### src/rtl/mem_axi_master.sv
// Single-outstanding CPU-to-AXI bridge: turns one CPU read or write request
// into a single-beat AXI transaction and reports completion with a done pulse.
`ifndef AXI_ID_BITS
`define AXI_ID_BITS 4
`endif
`ifndef AXI_LEN_BITS
`define AXI_LEN_BITS 8
`endif

module mem_axi_master #(
    parameter logic [`AXI_ID_BITS-1:0] MASTER_ID = 4'd0
) (
    input  logic                      ACLK,
    input  logic                      ARESETn,
    input  logic                      req,
    input  logic                      we,
    input  logic [31:0]               addr,
    input  logic [31:0]               wdata,
    input  logic [3:0]                wstrb,
    output logic                      stall,
    output logic [31:0]               rdata,
    output logic                      done,
    output logic                      err,
    output logic [`AXI_ID_BITS-1:0]   ARID,
    output logic [31:0]               ARADDR,
    output logic [`AXI_LEN_BITS-1:0]  ARLEN,
    output logic [2:0]                ARSIZE,
    output logic [1:0]                ARBURST,
    output logic                      ARVALID,
    input  logic                      ARREADY,
    input  logic [`AXI_ID_BITS-1:0]   RID,
    input  logic [31:0]               RDATA,
    input  logic [1:0]                RRESP,
    input  logic                      RLAST,
    input  logic                      RVALID,
    output logic                      RREADY,
    output logic [`AXI_ID_BITS-1:0]   AWID,
    output logic [31:0]               AWADDR,
    output logic [`AXI_LEN_BITS-1:0]  AWLEN,
    output logic [2:0]                AWSIZE,
    output logic [1:0]                AWBURST,
    output logic                      AWVALID,
    input  logic                      AWREADY,
    output logic [31:0]               WDATA,
    output logic [3:0]                WSTRB,
    output logic                      WLAST,
    output logic                      WVALID,
    input  logic                      WREADY,
    input  logic [`AXI_ID_BITS-1:0]   BID,
    input  logic [1:0]                BRESP,
    input  logic                      BVALID,
    output logic                      BREADY,
    output logic [2:0]                dbg_state
);

    // Handshakes: a beat transfers on a rising edge where VALID & READY are both
    // high; VALID is driven from registered state only and, once raised, holds
    // with stable payload until that transfer.
    typedef enum logic [2:0] {IDLE = 3'd0, AR = 3'd1, R = 3'd2, WR = 3'd3, B = 3'd4} state_t;

    state_t      state, state_nx;
    logic [31:0] addr_q, wdata_q, rdata_q;
    logic [3:0]  wstrb_q;
    logic        done_q, err_q;
    logic        aw_pend, w_pend;
    logic        accept, aw_ok, w_ok;
    logic        unused_ids;

    assign unused_ids = ^{RID, BID};

    assign accept = (state == IDLE) && req && !done_q;
    // A channel counts as finished if it already handshook or does so this cycle.
    assign aw_ok  = !aw_pend || AWREADY;
    assign w_ok   = !w_pend  || WREADY;

    always_ff @(posedge ACLK or negedge ARESETn) begin
        if (!ARESETn) state <= IDLE;
        else          state <= state_nx;
    end

    always_comb begin
        state_nx = state;
        case (state)
            IDLE:    if (accept) state_nx = we ? WR : AR;
            AR:      if (ARREADY) state_nx = R;
            R:       if (RVALID) state_nx = IDLE;
            WR:      if (aw_ok && w_ok) state_nx = B;
            B:       if (BVALID) state_nx = IDLE;
            default: state_nx = IDLE;
        endcase
    end

    always_ff @(posedge ACLK or negedge ARESETn) begin
        if (!ARESETn) begin
            addr_q  <= 32'h0;
            wdata_q <= 32'h0;
            wstrb_q <= 4'h0;
            rdata_q <= 32'h0;
            done_q  <= 1'b0;
            err_q   <= 1'b0;
            aw_pend <= 1'b0;
            w_pend  <= 1'b0;
        end else begin
            done_q <= 1'b0;
            if (accept) begin
                addr_q  <= addr;
                wdata_q <= wdata;
                wstrb_q <= wstrb;
                aw_pend <= we;
                w_pend  <= we;
            end
            if (state == WR) begin
                if (AWREADY) aw_pend <= 1'b0;
                if (WREADY)  w_pend  <= 1'b0;
            end
            if (state == R && RVALID) begin
                rdata_q <= RDATA;
                err_q   <= (RRESP != 2'b00) || !RLAST;
                done_q  <= 1'b1;
            end
            if (state == B && BVALID) begin
                err_q  <= (BRESP != 2'b00);
                done_q <= 1'b1;
            end
        end
    end

    assign stall     = (state != IDLE) || (req && !done_q);
    assign rdata     = rdata_q;
    assign done      = done_q;
    assign err       = err_q;
    assign dbg_state = state;

    assign ARID    = MASTER_ID;
    assign ARADDR  = addr_q;
    assign ARLEN   = '0;
    assign ARSIZE  = 3'b010;
    assign ARBURST = 2'b01;
    assign ARVALID = (state == AR);
    assign RREADY  = (state == R);

    assign AWID    = MASTER_ID;
    assign AWADDR  = addr_q;
    assign AWLEN   = '0;
    assign AWSIZE  = 3'b010;
    assign AWBURST = 2'b01;
    assign AWVALID = (state == WR) && aw_pend;
    assign WDATA   = wdata_q;
    assign WSTRB   = wstrb_q;
    assign WVALID  = (state == WR) && w_pend;
    assign WLAST   = WVALID;
    assign BREADY  = (state == B);

endmodule

### config.mk
export PLATFORM = sky130hd
export DESIGN_NAME = mem_axi_master
export DESIGN_NICKNAME = d
export VERILOG_FILES = /design/src/rtl/mem_axi_master.sv
export SDC_FILE = /design/constraint.sdc
export NUM_CORES = 1
export LEC_CHECK = 0
export BUFFER_PORTS_ARGS = -buffer_cell sky130_fd_sc_hd__buf_2
export CAP_MARGIN = 20
export CORE_AREA = 2 2 115 117
export CTS_CLUSTER_SIZE = 40
export DETAILED_ROUTE_END_ITERATION = 8
export DIE_AREA = 0 0 117 119
export HOLD_SLACK_MARGIN = 0.1
export PLACE_DENSITY = 0.8
export SLEW_MARGIN = 20
export SYNTH_ARGS = -nofsm -noshare
export SYNTH_HDL_FRONTEND = slang
export SYNTH_SLANG_ARGS = --single-unit
### constraint.sdc
create_clock -name ACLK -period 3.5 [get_ports ACLK]
set_input_delay 0.35 -clock ACLK [delete_from_list [all_inputs] [get_ports ACLK]]
set_output_delay 0.35 -clock ACLK [all_outputs]
set_load 0.01 [all_outputs]
==> results.py, run 1 <==
metrics = {
    "routing": {
        "firstDrtPassIters": 4,
        "avgViaCountPerCell": 4.390,
        "met3_length_um": 583,
        "dr_wl_met2_um": 5508,
        "drc": 0,
        "postRouteAntennaNets": 0,
        "drt_wl_total_um": 10140,
        "highest_layer": "met4",
        "vias": 3218,
        "drtIter0Drc": 117,
        "wl_met1_um": 3742,
        "avgRoutedWirePerCell_um": 13.83,
    },
    "setup_path": {
        "path_class": "flop to flop",
        "endpoint_kind": "flop",
        "cp.arrival_ps": 2250,
        "crit_fanout": 69,
        "crit_buf_inv": 0,
        "crit_chain": "nor3_4 -> nand2_4 -> mux2_2",
        "path_delay_family": "simple AND/OR/NAND/NOR gates",
        "cp.required_ps": 3720,
        "start_kind": "flop",
        "cp_slowest_cell": "dfrtp_1",
        "max_stage_delay_ps": 510,
    },
    "power_and_ir_drop": {
        "ir_worst_vdd_mv": 0.7345,
        "leakage_nw": 3.170,
        "power.density_nw_per_um2": 958.1,
    },
    "sta": {
        "worst_slack_ps": 1477,
        "finClkSkew_ps": 7.433,
        "fmax_mhz": 494.4,
        "finalCritPeriodShare": 0.5779,
        "final_max_slew_viol_count": 0,
        "hold_viol_final": 0,
        "fin_tns_setup_ps": 0,
        "finalSetupViolCount": 0,
        "worstMarginPinSlew_ps": 950.9,
        "slew_headroom": 0.3661,
        "rsz0062_at_grt": "false",
        "fin_crit_ps": 2023,
    },
    "global_route": {
        "grt_pass1_vias": 3261,
        "grt_use_total": 0.1489,
        "grt_max_degree": 70,
        "gr-total-overflow": 0,
        "grt_pass1_wl_um": 16010,
        "antenna_found_initial": 0,
    },
    "clocking": {
        "clk_latency_ps": 340,
        "cts_root_buf": "clkbuf_16",
        "clk_pin_slew_ps": 70,
        "cts_buffers": 9,
        "cts_hold_buffers": 1,
        "clk_path_buf_depth": 2,
        "cts_tree": "done",
        "cts_setup_buffers": 0,
        "clkSinkCount": 107,
        "htreeDepth": 3,
        "ctsResizeCount": 0,
    },
    "min_path": {
        "hp-class": "input pin to flop",
    },
    "place": {
        "place_congestion": 0.7736,
        "port_buffers": 257,
        "detailed_place_hpwl_um": 7799,
        "place_area_um2": 5763,
        "dpl_worst_slack_ps": 1493,
    },
    "layout": {
        "drive_above_1_share": 0.6804,
        "nets": 674,
        "n_fill_cell": 1158,
        "fin_area_um2": 6086,
        "diodes": 0,
        "area_growth_pct": 29.29,
    },
    "synthesis": {
        "synth_edf_count": 0,
        "synth-main-ff-cell": "dfrtp_1",
        "ys_ff_latch": 107,
        "synth.distinct_cells": 29,
        "synth.top_cells.by_area": "dfrtp_1 (57%), mux2_2 (22%), buf_4 (11%)",
        "synthArstFlopShare": 1.000,
        "synth.avg_cell_area_um2": 14.39,
        "ys_seq_area_frac": 0.5688,
        "synthesis.instances": 327,
        "synth_commonest_cells": "dfrtp_1 (107), mux2_2 (91), buf_4 (67)",
        "yosysWarnings": 0,
        "synth_top_area_cell": "dfrtp_1",
        "synth_top_area_frac": 0.5688,
        "syn_area_um2": 4707,
        "synth.most_common_cell": "dfrtp_1",
    },
    "floorplanning": {
        "design.core.area_um2": 12870,
        "die_h_um": 119,
        "io_pins": 300,
        "fp-row-count": 42,
        "initial_core_util": 0.3656,
        "die-area_um2": 13920,
        "die_width_um": 117,
    },
    "outcome": {
        "status": "complete, no violations",
    },
    "run": {
        "maxCapViolations": 0,
    },
}
worst register-to-register path: cells and delay by family, from the launching register on:
kind / cells / cell delay [ps]
DFF: 1 / 510
muxes: 1 / 570
and+or+nand+nor: 2 / 820
metal layers:
| layer | vias up | GRT usage |
|---|---|---|
| met4 | 0 | 0.08382 |
| li1 | 1466 | - |
| met3 | 23 | 0.03053 |
| met2 | 151 | 0.2576 |
| met5 | - | 0 |
| met1 | 1578 | 0.1682 |
flip-flops by register name, indices dropped and copies added, names as in the netlist:
name	cells
w_pend	1
WDATA	32
done	1
dbg_state	3
rdata	32
err	1
aw_pend	1
WSTRB	4
ARADDR	32
final timing paths:
kind	startpoint	endpoint	slack (ps)	cells after the start
max reg2reg	dbg_state[1]$_DFFE_PN0P_	ARADDR[12]$_DFFE_PN0P_	1480	3
min reg2reg	WSTRB[2]$_DFFE_PN0P_	WSTRB[2]$_DFFE_PN0P_	500	1
max	dbg_state[1]$_DFFE_PN0P_	ARADDR[12]$_DFFE_PN0P_	1480	3
min	WREADY	w_pend$_DFF_PN0_	210	2
max in group asynchronous	ARESETn	ARADDR[17]$_DFFE_PN0P_	2110	3
min in group asynchronous	ARESETn	rdata[23]$_DFFE_PN0P_	550	2
placed cells by master, fill, tap and decap left out, types with 4 or more instances in the layout:
master | netlist | routed
buf_2 | 6 | 256
buf_4 | 67 | 4
clkbuf_16 | 0 | 9
conb_1 | 2 | 34
dfrtp_1 | 107 | 107
mux2_2 | 91 | 91
mux2_4 | 9 | 9
nand2_1 | 4 | 4
kinds of logic after synthesis:
family	after synthesis	share of synthesized area
buf+inv	81	0.1292
flops	107	0.5688
other cells	2	0.001595
simple gates	26	0.03615
compound gates	9	0.01356
mux	102	0.2507
power by group:
group | internal, W | switching, W | total [W]
registers | 0.00187 | 0.000380 | 0.00225
logic | 0.00134 | 0.00120 | 0.00254
clock network | 0.000596 | 0.000443 | 0.00104
total | 0.00380 | 0.00203 | 0.00583
stage by stage:
step / total power (W) / std cells / hold slack, ps / utilization
4_1_cts: 0.005924 / 733 / 188.5 / 0.4727
5_1_grt: 0.006225 / 733 / 209.2 / 0.4727
6_report: 0.005831 / 733 / 215.0 / 0.4727
3_5_place_dp: 0.004858 / 716 / 358.8 / 0.4476
3_3_place_gp: 0.004731 / 716 / 340.5 / 0.4476
2_1_floorplan: 0.004039 / 359 / 54.41 / -
area by class of cell:
class / count / area (um^2) / share of cell area
multi-input combinational: 171 / 1546 / 0.2541
clock buffer: 11 / 252.7 / 0.04153
tap: 176 / 220.2 / 0.03618
sequential: 107 / 2678 / 0.4400
timing repair buffer: 261 / 1321 / 0.2171
inverter: 2 / 7.507 / 0.001234
clock inverter: 5 / 60.06 / 0.009868
(Power assumes the default switching activity.)
==> inputs of run 2 (changes only) <==
--- a/config.mk
+++ b/config.mk
@@ -7,10 +7,10 @@
 export LEC_CHECK = 0
 export BUFFER_PORTS_ARGS = -buffer_cell sky130_fd_sc_hd__buf_2
 export CAP_MARGIN = 20
-export CORE_AREA = 2 2 115 117
+export CORE_AREA = 2 2 117 119
 export CTS_CLUSTER_SIZE = 40
 export DETAILED_ROUTE_END_ITERATION = 8
-export DIE_AREA = 0 0 117 119
+export DIE_AREA = 0 0 119 121
 export HOLD_SLACK_MARGIN = 0.1
 export PLACE_DENSITY = 0.8
 export SLEW_MARGIN = 20
==> constraint.sdc (replaced) <==
create_clock -name ACLK -period 1.7 [get_ports ACLK]
set_input_delay 0.17 -clock ACLK [delete_from_list [all_inputs] [get_ports ACLK]]
set_output_delay 0.17 -clock ACLK [all_outputs]
set_load 0.01 [all_outputs]
==> results.py, run 2 (synthesized netlist as in run 1, its figures left out) <==
metrics = {
    "power_and_ir_drop": {
        "power.density_nw_per_um2": 1728,
        "leakage_nw": 3.665,
        "ir_worst_vdd_mv": 0.8687,
        "total_power_w": 0.01256,
    },
    "global_route": {
        "antenna_found_initial": 1,
        "grt_max_degree": 106,
        "grt_pass1_wl_um": 19050,
        "gr-total-overflow": 0,
        "grt_pass1_vias": 3909,
        "grt_use_total": 0.1690,
    },
    "setup_path": {
        "max_stage_delay_ps": 480,
        "start_kind": "flop",
        "cp_slowest_cell": "dfrtp_1",
        "crit_fanout": 9,
        "endpoint_kind": "primary output",
        "path_delay_family": "simple AND/OR/NAND/NOR gates",
        "cp.required_ps": 1530,
        "crit_chain": "and3b_2 -> and2_1 -> buf_2",
        "crit_buf_inv": 1,
        "cp.arrival_ps": 1500,
        "path_class": "flop to primary output",
    },
    "clocking": {
        "clkSinkCount": 107,
        "cts_root_buf": "clkbuf_16",
        "htreeDepth": 3,
        "clk_latency_ps": 340,
        "cts_tree": "done",
        "clk_path_buf_depth": 2,
        "clk_pin_slew_ps": 70,
        "cts_buffers": 9,
    },
    "sta": {
        "rsz0062_at_grt": "true",
        "fin_tns_setup_ps": 0,
        "fin_crit_ps": 1668,
        "finalCritPeriodShare": 0.9813,
        "slew_headroom": 0.6096,
        "hold_viol_final": 0,
        "final_max_slew_viol_count": 0,
        "fmax_mhz": 599.5,
        "finClkSkew_ps": 7.671,
        "worstMarginPinSlew_ps": 585.7,
        "whs_ps": 139.0,
        "finalSetupViolCount": 0,
    },
    "floorplanning": {
        "die-area_um2": 14400,
        "die_h_um": 121,
        "io_pins": 300,
        "initial_core_util": 0.3597,
        "fp-row-count": 42,
        "die_width_um": 119,
        "design.core.area_um2": 13090,
    },
    "layout": {
        "final_common_cell": "buf_2",
        "nets": 788,
        "n_fill_cell": 1041,
        "layout_common_cells": "buf_2 (256), dfrtp_1 (107), dlygate4sd3_1 (107), mux2_2 (91), conb_1 (34)",
        "drive_above_1_share": 0.5797,
        "area_growth_pct": 54.36,
    },
    "outcome": {
        "status": "complete, no violations",
    },
    "routing": {
        "avgRoutedWirePerCell_um": 14.67,
        "drt_wl_total_um": 12440,
        "drtIter0Drc": 133,
        "drc": 0,
        "postRouteAntennaNets": 0,
        "vias": 3694,
        "firstDrtPassIters": 4,
        "avgViaCountPerCell": 4.356,
    },
    "place": {
        "port_buffers": 257,
        "detailed_place_hpwl_um": 7922,
        "place_congestion": 0.7465,
    },
    "run": {
        "maxCapViolations": 0,
    },
    "min_path": {
        "hp-class": "input pin to flop",
    },
}
==> run 2: final timing paths <==
path / startpoint / end / slack, ps / depth (start not counted)
worst max-delay path: dbg_state[2]$_DFFE_PN0P_ / WVALID / 30 / 3
worst min-delay path: ARREADY / dbg_state[0]$_DFFE_PN0P_ / 140 / 3
worst max register to register: dbg_state[0]$_DFFE_PN0P_ / ARADDR[24]$_DFFE_PN0P_ / 80 / 5
worst min register to register: rdata[24]$_DFFE_PN0P_ / rdata[24]$_DFFE_PN0P_ / 500 / 1
max in group asynchronous: ARESETn / WDATA[18]$_DFFE_PN0P_ / 780 / 3
min in group asynchronous: ARESETn / dbg_state[0]$_DFFE_PN0P_ / 160 / 2
==> run 2: worst min-delay path: stages <==
cell and delay (ps):
buf_2 80, or4b_1 110, nand3_1 80
==> run 2: per-stage QoR <==
| stage | instances | util | setup slack [ps] | cell area (um^2) |
|---|---|---|---|---|
| final | 848 | 0.5553 | 31.87 | 7266 |
| after global routing | 848 | 0.5553 | -45.56 | 7266 |
| after CTS | 845 | 0.5539 | 9.188 | 7248 |
| after detailed placement | 721 | 0.4462 | 124.6 | 5838 |
| after global placement | 721 | 0.4462 | 140.3 | 5838 |
| after floorplan | 359 | - | 141.2 | 4827 |
==> run 2: report_power, final <==
group / leakage (nW) / internal, W / switching (W)
Sequential: 1.27 / 0.00386 / 0.000751
Clock: 0.148 / 0.00130 / 0.000932
Combinational: 2.25 / 0.00304 / 0.00268
Total: 3.66 / 0.00819 / 0.00436
==> run 2: timing repair <==
item / in CTS / in global routing
resized for setup: 2 / 0
endpoints found under the setup margin: 3 / 3
setup buffers: 1 / 2
hold buffers: 107 / 0
hold endpoints to repair: 213 / 0
==> run 2: layout make-up <==
cell class	count	area, um^2	share of cell area
tap	176	220.2	0.03031
clock buffer	9	225.2	0.03100
antenna	1	2.502	0.0003444
sequential	107	2678	0.3685
multi-input combinational	171	1553	0.2137
inverter	2	7.507	0.001033
clock inverter	7	100.1	0.01378
timing repair buffer	375	2480	0.3413
==> run 2: routing by layer <==
metal | routed length [um] | global-route usage | vias up
met3 | 666 | 0.02444 | 32
met5 | 0 | 0 | -
li1 | - | - | 1693
met2 | 7057 | 0.3301 | 182
met1 | 4279 | 0.1702 | 1787
met4 | 441 | 0.09524 | 0
